==> src/rtl/mem_ctrl_pkg.sv <==
// Shared definitions for the memory controller: widths, load/store order codes,
// the IO window base and the controller state encoding.
package mem_ctrl_pkg;

  localparam int INST_TYPE_WIDTH = 4;
  localparam int DATA_WIDTH      = 32;

  localparam logic [31:0] IO_BASE_ADDR = 32'h0003_0000;

  localparam logic [INST_TYPE_WIDTH-1:0] OP_LB  = 4'd0;
  localparam logic [INST_TYPE_WIDTH-1:0] OP_LH  = 4'd1;
  localparam logic [INST_TYPE_WIDTH-1:0] OP_LW  = 4'd2;
  localparam logic [INST_TYPE_WIDTH-1:0] OP_LBU = 4'd3;
  localparam logic [INST_TYPE_WIDTH-1:0] OP_LHU = 4'd4;
  localparam logic [INST_TYPE_WIDTH-1:0] OP_SB  = 4'd5;
  localparam logic [INST_TYPE_WIDTH-1:0] OP_SH  = 4'd6;
  localparam logic [INST_TYPE_WIDTH-1:0] OP_SW  = 4'd7;

  typedef enum logic [1:0] {
    ST_IDLE = 2'd0,
    ST_RD   = 2'd1,
    ST_WR   = 2'd2
  } state_t;

endpackage

==> src/rtl/mem_size_decode.sv <==
// Maps an SLB order type to its direction and byte count. Sign/zero extension
// is left to the SLB, so signed and unsigned loads decode identically.
module mem_size_decode
  import mem_ctrl_pkg::*;
(
  input  logic [INST_TYPE_WIDTH-1:0] i_ordertype,
  output logic                       o_is_store,
  output logic [2:0]                 o_nbytes
);

  always_comb begin
    o_is_store = 1'b0;
    o_nbytes   = 3'd4;
    case (i_ordertype)
      OP_LB, OP_LBU: o_nbytes = 3'd1;
      OP_LH, OP_LHU: o_nbytes = 3'd2;
      OP_LW:         o_nbytes = 3'd4;
      OP_SB:         begin o_is_store = 1'b1; o_nbytes = 3'd1; end
      OP_SH:         begin o_is_store = 1'b1; o_nbytes = 3'd2; end
      OP_SW:         begin o_is_store = 1'b1; o_nbytes = 3'd4; end
      default:       o_nbytes = 3'd4;
    endcase
  end

endmodule

==> src/rtl/mem_ctrl.sv <==
// Byte-wide RAM/IO port owner: arbitrates instruction fetch against SLB loads/stores
// and serialises every access into little-endian byte beats.
module mem_ctrl
  import mem_ctrl_pkg::*;
#(
  parameter int          ADDR_W  = 32,
  parameter logic [31:0] IO_BASE = IO_BASE_ADDR
) (
  input  logic                       clk,
  input  logic                       rst_n,
  input  logic                       rdy,
  input  logic                       Clear_flag,
  input  logic                       insfetch_req,
  input  logic [ADDR_W-1:0]          insfetch_addr,
  output logic                       insfetch_ok,
  output logic [DATA_WIDTH-1:0]      insfetch_data,
  input  logic                       SLB_to_memctrl_needchange,
  input  logic                       SLB_to_memctrl_needchange2,
  input  logic [INST_TYPE_WIDTH-1:0] SLB_to_memctrl_ordertype,
  input  logic [31:0]                SLB_to_memctrl_vj,
  input  logic [31:0]                SLB_to_memctrl_vk,
  input  logic [31:0]                SLB_to_memctrl_A,
  output logic                       memctrl_data_ok,
  output logic [DATA_WIDTH-1:0]      memctrl_data_ans,
  input  logic [7:0]                 mem_din,
  output logic [7:0]                 mem_dout,
  output logic [ADDR_W-1:0]          mem_a,
  output logic                       mem_wr,
  input  logic                       io_buffer_full,
  output logic [1:0]                 o_dbg_state
);

  // Handshake: SLB requests are single-cycle pulses that are always captured (directly
  // or into the pending slot); fetch is a level request held until insfetch_ok or Clear_flag.
  state_t                r_state;
  logic [2:0]            r_cnt, r_n;
  logic [ADDR_W-1:0]     r_addr, r_mem_a;
  logic [31:0]           r_wdata, r_buf;
  logic                  r_is_fetch, r_is_io;
  logic [7:0]            r_mem_dout;
  logic                  r_mem_wr, r_ifok, r_dok;
  logic [31:0]           r_ifdata, r_dans;
  logic                  r_pend_valid, r_pend_store;
  logic [ADDR_W-1:0]     r_pend_addr;
  logic [31:0]           r_pend_data;
  logic [2:0]            r_pend_n;

  logic                  w_is_store;
  logic [2:0]            w_nbytes;
  logic [31:0]           w_inc_sum;
  logic                  w_inc_req, w_inc_live, w_pend_live, w_idle, w_take_slot;
  logic                  w_go, w_go_store, w_go_fetch, w_go_io;
  logic [ADDR_W-1:0]     w_go_addr;
  logic [31:0]           w_go_data, w_rd_word;
  logic [2:0]            w_go_n;

  mem_size_decode u_size_decode (
    .i_ordertype (SLB_to_memctrl_ordertype),
    .o_is_store  (w_is_store),
    .o_nbytes    (w_nbytes)
  );

  assign w_inc_sum = SLB_to_memctrl_vj + SLB_to_memctrl_A;
  assign w_inc_req = SLB_to_memctrl_needchange | SLB_to_memctrl_needchange2;

  // A flush kills loads (pending or arriving) but never a store.
  always_comb begin
    w_pend_live = r_pend_valid && (r_pend_store || !Clear_flag);
    w_inc_live  = w_inc_req && (w_is_store || !Clear_flag);
    w_idle      = (r_state == ST_IDLE);
    w_go        = w_idle && (w_pend_live || w_inc_live || (insfetch_req && !Clear_flag));
    w_take_slot = w_inc_live && !(w_idle && !w_pend_live);
    w_go_store  = 1'b0;
    w_go_fetch  = 1'b1;
    w_go_addr   = insfetch_addr;
    w_go_data   = 32'd0;
    w_go_n      = 3'd4;
    if (w_pend_live) begin
      w_go_store = r_pend_store;
      w_go_fetch = 1'b0;
      w_go_addr  = r_pend_addr;
      w_go_data  = r_pend_data;
      w_go_n     = r_pend_n;
    end else if (w_inc_live) begin
      w_go_store = w_is_store;
      w_go_fetch = 1'b0;
      w_go_addr  = w_inc_sum[ADDR_W-1:0];
      w_go_data  = SLB_to_memctrl_vk;
      w_go_n     = w_nbytes;
    end
    w_go_io = (w_go_addr[17:16] == IO_BASE[17:16]);
  end

  // The final byte is taken straight from mem_din on the completing edge.
  always_comb begin
    w_rd_word = r_buf;
    case (r_n)
      3'd1:    w_rd_word[7:0]   = mem_din;
      3'd2:    w_rd_word[15:8]  = mem_din;
      default: w_rd_word[31:24] = mem_din;
    endcase
  end

  always_ff @(posedge clk or negedge rst_n) begin
    if (!rst_n) begin
      r_state      <= ST_IDLE;
      r_cnt        <= 3'd0;
      r_n          <= 3'd0;
      r_addr       <= '0;
      r_mem_a      <= '0;
      r_wdata      <= 32'd0;
      r_buf        <= 32'd0;
      r_is_fetch   <= 1'b0;
      r_is_io      <= 1'b0;
      r_mem_dout   <= 8'd0;
      r_mem_wr     <= 1'b0;
      r_ifok       <= 1'b0;
      r_dok        <= 1'b0;
      r_ifdata     <= 32'd0;
      r_dans       <= 32'd0;
      r_pend_valid <= 1'b0;
      r_pend_store <= 1'b0;
      r_pend_addr  <= '0;
      r_pend_data  <= 32'd0;
      r_pend_n     <= 3'd0;
    end else if (rdy) begin
      r_ifok <= 1'b0;
      r_dok  <= 1'b0;
      if (Clear_flag && !r_pend_store) r_pend_valid <= 1'b0;
      case (r_state)
        ST_IDLE: if (w_go) begin
          if (w_pend_live) r_pend_valid <= 1'b0;
          r_addr     <= w_go_addr;
          r_wdata    <= w_go_data;
          r_n        <= w_go_n;
          r_is_fetch <= w_go_fetch;
          r_is_io    <= w_go_io;
          r_buf      <= 32'd0;
          r_mem_a    <= w_go_addr;
          if (!w_go_store) begin
            r_state  <= ST_RD;
            r_mem_wr <= 1'b0;
            r_cnt    <= 3'd1;
          end else if (w_go_io && io_buffer_full) begin
            r_state  <= ST_WR;
            r_mem_wr <= 1'b0;
            r_cnt    <= 3'd0;
          end else begin
            r_state    <= ST_WR;
            r_mem_dout <= w_go_data[7:0];
            r_mem_wr   <= 1'b1;
            r_cnt      <= 3'd1;
          end
        end
        ST_RD: begin
          if (Clear_flag) begin
            r_state <= ST_IDLE;
          end else begin
            r_cnt <= r_cnt + 3'd1;
            if (r_cnt < r_n) r_mem_a <= r_addr + ADDR_W'(r_cnt);
            // cnt k (2..N) lands byte k-2, issued two edges earlier.
            if (r_cnt >= 3'd2 && r_cnt <= r_n)
              r_buf[{r_cnt[1:0] - 2'd2, 3'b000} +: 8] <= mem_din;
            if (r_cnt == r_n + 3'd1) begin
              r_state <= ST_IDLE;
              if (r_is_fetch) begin
                r_ifok   <= 1'b1;
                r_ifdata <= w_rd_word;
              end else begin
                r_dok  <= 1'b1;
                r_dans <= w_rd_word;
              end
            end
          end
        end
        ST_WR: begin
          if (r_cnt == r_n) begin
            r_mem_wr <= 1'b0;
            r_dok    <= 1'b1;
            r_dans   <= 32'd0;
            r_state  <= ST_IDLE;
          end else if (r_is_io && io_buffer_full) begin
            r_mem_wr <= 1'b0;
          end else begin
            r_mem_a    <= r_addr + ADDR_W'(r_cnt);
            r_mem_dout <= r_wdata[{r_cnt[1:0], 3'b000} +: 8];
            r_mem_wr   <= 1'b1;
            r_cnt      <= r_cnt + 3'd1;
          end
        end
        default: r_state <= ST_IDLE;
      endcase
      if (w_take_slot) begin
        r_pend_valid <= 1'b1;
        r_pend_store <= w_is_store;
        r_pend_addr  <= w_inc_sum[ADDR_W-1:0];
        r_pend_data  <= SLB_to_memctrl_vk;
        r_pend_n     <= w_nbytes;
      end
    end
  end

  assign insfetch_ok      = r_ifok;
  assign insfetch_data    = r_ifdata;
  assign memctrl_data_ok  = r_dok;
  assign memctrl_data_ans = r_dans;
  assign mem_dout         = r_mem_dout;
  assign mem_a            = r_mem_a;
  assign mem_wr           = r_mem_wr & rdy;
  assign o_dbg_state      = r_state;

endmodule
==> config.mk <==
export PLATFORM = sky130hd
export DESIGN_NAME = mem_ctrl
export DESIGN_NICKNAME = d
export VERILOG_FILES = /design/src/rtl/mem_ctrl_pkg.sv /design/src/rtl/mem_size_decode.sv /design/src/rtl/mem_ctrl.sv
export SDC_FILE = /design/constraint.sdc
export NUM_CORES = 1
export LEC_CHECK = 0
export BUFFER_PORTS_ARGS = -buffer_cell sky130_fd_sc_hd__buf_2
export CAP_MARGIN = 25
export CORE_MARGIN = 1
export CORE_UTILIZATION = 45
export DETAILED_ROUTE_END_ITERATION = 16
export GPL_TIMING_DRIVEN = 0
export PLACE_DENSITY = 0.66
export RECOVER_POWER = 50
export SLEW_MARGIN = 20
export SYNTH_ARGS = -nofsm -noshare
export SYNTH_HDL_FRONTEND = slang
export SYNTH_SLANG_ARGS = --single-unit
==> constraint.sdc <==
create_clock -name clk -period 4.6 [get_ports clk]
set_clock_uncertainty 0.05 [all_clocks]
set_input_delay 1.38 -clock clk [delete_from_list [all_inputs] [get_ports clk]]
set_output_delay 1.38 -clock clk [all_outputs]
set_load 0.03 [all_outputs]
==> out/results.md <==
| Quantity | Reported |
|---|---|
| Largest net degree at the start of global routing | 98 |
| Routed vias/inst | 5.592 |
| End of the critical path | mem_dout[3] |
| Fraction of layout cells with a size suffix above 1 | 19.22% |
| CTS Buffer Depth | 3 |
| Top layer used by detailed routing | met5 |
| Source-to-sink clock delay at the later pin of the worst-skew pair | 0.58 ns |
| Post-layout instance area | 17,810 µm² |
| Number of iterations in the first detailed-routing pass | 5 |
| Vias in the first global route | 12,240 |
| Number of max-cap violations | 1 |
| Final worst path period need | 4.413 ns |
| Number of DRC violations after detailed-routing iteration 0 | 944 |
| Cts hold-fix bufs | 0 |
| Setup fix buffers added after clock tree synthesis | 0 |
| CTS sink cnt | 282 |
| Number of synthesized flops with an enable pin | 0 |
| Kind of launch point of the worst setup path | primary input |
| Detailed Place HPWL | 33,450 µm |
| Sequential element share of the synthesized area | 47.08% |
| Fraction of registers with async set or reset after synthesis | 100.0% |
| Met1 WL | 20,180 µm |
| Pwr Density | 652.2 nW/µm² |
| Aggregate routed wire length | 43,960 µm |
| Vert. Die Dim | 184.5 µm |
| Gr ovfl total | 0 |
| Die X | 184.5 µm |
| Synth cell types | 71 |
| Critical register-to-register path endpoint | insfetch_data[2] |
| Core outline area | 32,620 µm² |
| Total met2 wirelength after detailed routing | 19,690 µm |
| Avg Cell Area, Syn | 9.627 µm² |
| GRT Overall Usage | 25.86% |
| Antenna violations before repair | 6 |
| DRC violations left | 0 |
| Number of nets in the synthesized netlist | 1,755 |
| Per-cell routed wire length | 18.98 µm |
| Final GP Congestion | 0.9084 |
| Count of endpoints failing hold in the final timing report | 0 |
| Area enclosed by the die boundary | 34,040 µm² |
| Number of nets in the layout | 2,049 |
| Slew headroom | -66.36% |
| Launch instance of the worst register-to-register path | r_cnt[0] |
| Total met3 wirelength after detailed routing | 2887 µm |
| Final critical-path share of the clock period | 95.93% |
| R2r setup slk | 0.39 ns |
| Synth warnings | 0 |
| Actual slew at the worst max-slew pin | 2.495 ns |
| Total cell area at the placement stage | 16,910 µm² |
| Root buf cell | clkbuf_16 |
| Final standard cell utilization of the core | 54.61% |
| Number of gates given a new drive strength after cts | 0 |
| Total via count after detailed routing | 12,950 |
| Startpoint of the worst setup timing path | SLB_to_memctrl_ordertype[3] |
| Wire length of the first global-routing pass | 68,390 µm |
| Count of filler cells inserted in the layout | 3,031 |
| Type of the worst setup path | primary input to flop |
| Sort of element at the end of the critical path | flop |
| Number of port buffers | 256 |
| Total Power | 11.62 mW |
| Max IR drop VDD | 0.3357 mV |
| Worst hold path class | flop to flop |
| Initial core utilization | 45.95% |
| Sum of negative setup slack | 0 ns |
| Clock tree from TritonCTS | yes |
| Area Growth Syn to Fin | 18.85% |
| Number of pins exceeding their max-slew limit in the final report | 96 |
| I/O pin count | 257 |
| Cell count after synthesis | 1,557 |
| Run status | complete, but fails checks |
| Antenna Nets Post-Route | 0 |
| Total number of placement rows | 66 |
| Area of the mapped netlist | 14,990 µm² |
| Violated checks | capacitance limit, slew limit |
| Maximum fanout along the worst path | 10 |
| Static Leakage | 8.159 nW |
| Depth of the CTS H-tree | 1 |
| Req. time, crit path | 5.01 ns |
| Worst Reg-to-Reg Cells | 8 |
| Final setup violation count | 0 |
| Setup repair after global routing missed its margin | true |
| Post-synth top flop | dfrtp_1 |
| Data arrival time of the critical path | 4.82 ns |
| CTS Buf Count | 30 |
| Max Freq | 226.6 MHz |
| Flip-flop and latch count after synthesis | 282 |
| CTS clk-pin slew, worst paths | 0.06 ns |
-- routing by layer --
layer / up-vias / GRT usage [%]
met1: 6283 / 36.78
met5: - / 0
met4: 2 / 7.700
met3: 73 / 4.406
li1: 6161 / -
met2: 431 / 40.27
-- registers in the layout, summed over array words and instances, names as in the netlist --
signal and flops:
memctrl_data_ok 1, r_buf 32, o_dbg_state 2, r_is_io 1
r_wdata 32, r_pend_n 3, r_n 3, r_pend_addr 32
memctrl_data_ans 32, insfetch_ok 1, mem_dout 8, r_addr 32
mem_a 32, r_pend_store 1, insfetch_data 32, r_cnt 3
r_pend_data 32, r_pend_valid 1, r_mem_wr 1, r_is_fetch 1
-- worst min-delay path by stage --
stage / from / endpoint / slack [ns] / depth (start not counted)
floorplan: r_pend_addr[14] / r_pend_addr[14] / 0.39 / 2
global placement: r_pend_addr[14] / r_pend_addr[14] / 0.41 / 2
detailed placement: memctrl_data_ans[31] / memctrl_data_ans[31] / 0.41 / 2
global route: memctrl_data_ans[31] / memctrl_data_ans[31] / 0.45 / 2
CTS: memctrl_data_ans[31] / memctrl_data_ans[31] / 0.42 / 2
finish: memctrl_data_ans[20] / memctrl_data_ans[20] / 0.42 / 2
-- critical path, stage by stage --
cell      delay (ns)
buf_2           0.12
inv_1           0.05
o211ai_1        0.20
a21o_1          0.24
clkbuf_1        0.29
nor2_1          0.92
a222oi_1        0.39
buf_2           0.28
o31ai_4         0.58
mux2_4          0.35
-- kinds of logic after synthesis --
| kind of cell | count (synthesis) | synth area share, % |
|---|---|---|
| and+or+nand+nor | 497 | 14.02 |
| AOI/OAI and AO/OA | 425 | 18.36 |
| DFF | 282 | 47.08 |
| buffers and inverters | 120 | 3.022 |
| muxes | 120 | 9.566 |
| xor gates and xnor gates | 63 | 3.681 |
| adders and majority gates | 50 | 4.274 |
-- synth_stat cells, types with 4 or more instances --
library cell / n / area (µm²)
a211oi_1: 11 / 82.58
a21o_1: 20 / 150.1
a21oi_1: 91 / 455.4
a221oi_1: 27 / 236.5
a22o_1: 10 / 87.58
a22oi_1: 8 / 60.06
a31oi_1: 16 / 100.1
and3_1: 6 / 37.54
and4_1: 4 / 35.03
buf_1: 7 / 26.28
clkbuf_1: 82 / 307.8
dfrtp_1: 282 / 7057
ha_1: 48 / 600.6
inv_1: 27 / 101.4
mux2_2: 74 / 833.3
mux2_4: 8 / 120.1
mux2i_1: 30 / 300.3
mux4_2: 8 / 180.2
nand2_1: 259 / 972.2
nand2b_1: 11 / 68.82
nand3_1: 30 / 150.1
nand4_1: 11 / 68.82
nor2_1: 130 / 488.0
nor2b_1: 6 / 37.54
nor3_1: 18 / 90.09
nor4_1: 5 / 31.28
o211ai_1: 12 / 90.09
o21a_1: 12 / 90.09
o21ai_0: 134 / 670.6
o21ai_1: 6 / 30.03
o21bai_1: 4 / 30.03
o311ai_0: 4 / 35.03
o31ai_1: 36 / 270.3
or3_1: 6 / 37.54
xnor2_1: 31 / 271.5
xor2_1: 32 / 280.3
-- stage by stage --
step,setup WS (ns),std cells,hold WS (ns)
detailed placement,-0.5086,2261,0.4108
CTS,0.06118,2310,0.4236
floorplan,0.3070,1557,0.3947
finish,0.1873,2316,0.4247
global route,-0.04339,2312,0.4529
global placement,-3.145,2255,0.4057
-- area by class of cell --
type	instances	area (µm²)	share of cell area [%]
sequential	282	7057	39.61
buffer	91	345.3	1.938
clock inverter	10	125.1	0.7023
multi-input combinational	1155	7492	42.06
tap	442	553.0	3.104
inverter	29	108.9	0.6110
clock buffer	39	824.5	4.628
timing repair buffer	262	1294	7.262
antenna	6	15.01	0.08428
-- placed cells by master, fill, tap and decap left out, types with 8 or more instances in the layout --
cell type and count:
a211oi_1 11, a21o_1 20, a21oi_1 91, a221oi_1 27, a22o_1 10, a22oi_1 8
a31oi_1 16, buf_1 8, buf_2 205, clkbuf_1 139, clkbuf_16 30, dfrtp_1 282
ha_1 48, inv_1 27, mux2_2 74, mux2_4 8, mux2i_1 30, mux4_2 8
nand2_1 259, nand2b_1 11, nand3_1 30, nand4_1 11, nor2_1 130, nor3_1 18
o211ai_1 12, o21a_1 12, o21ai_0 133, o31ai_1 36, xnor2_1 31, xor2_1 32
-- report_power, final --
part / switching, mW / internal [mW] / leakage, nW
sequential: 0.700 / 3.52 / 3.59
combinational: 3.25 / 1.79 / 4.09
clock: 0.995 / 1.36 / 0.471
total: 4.95 / 6.67 / 8.16
Note: power is estimated with default switching activity, not from simulation.
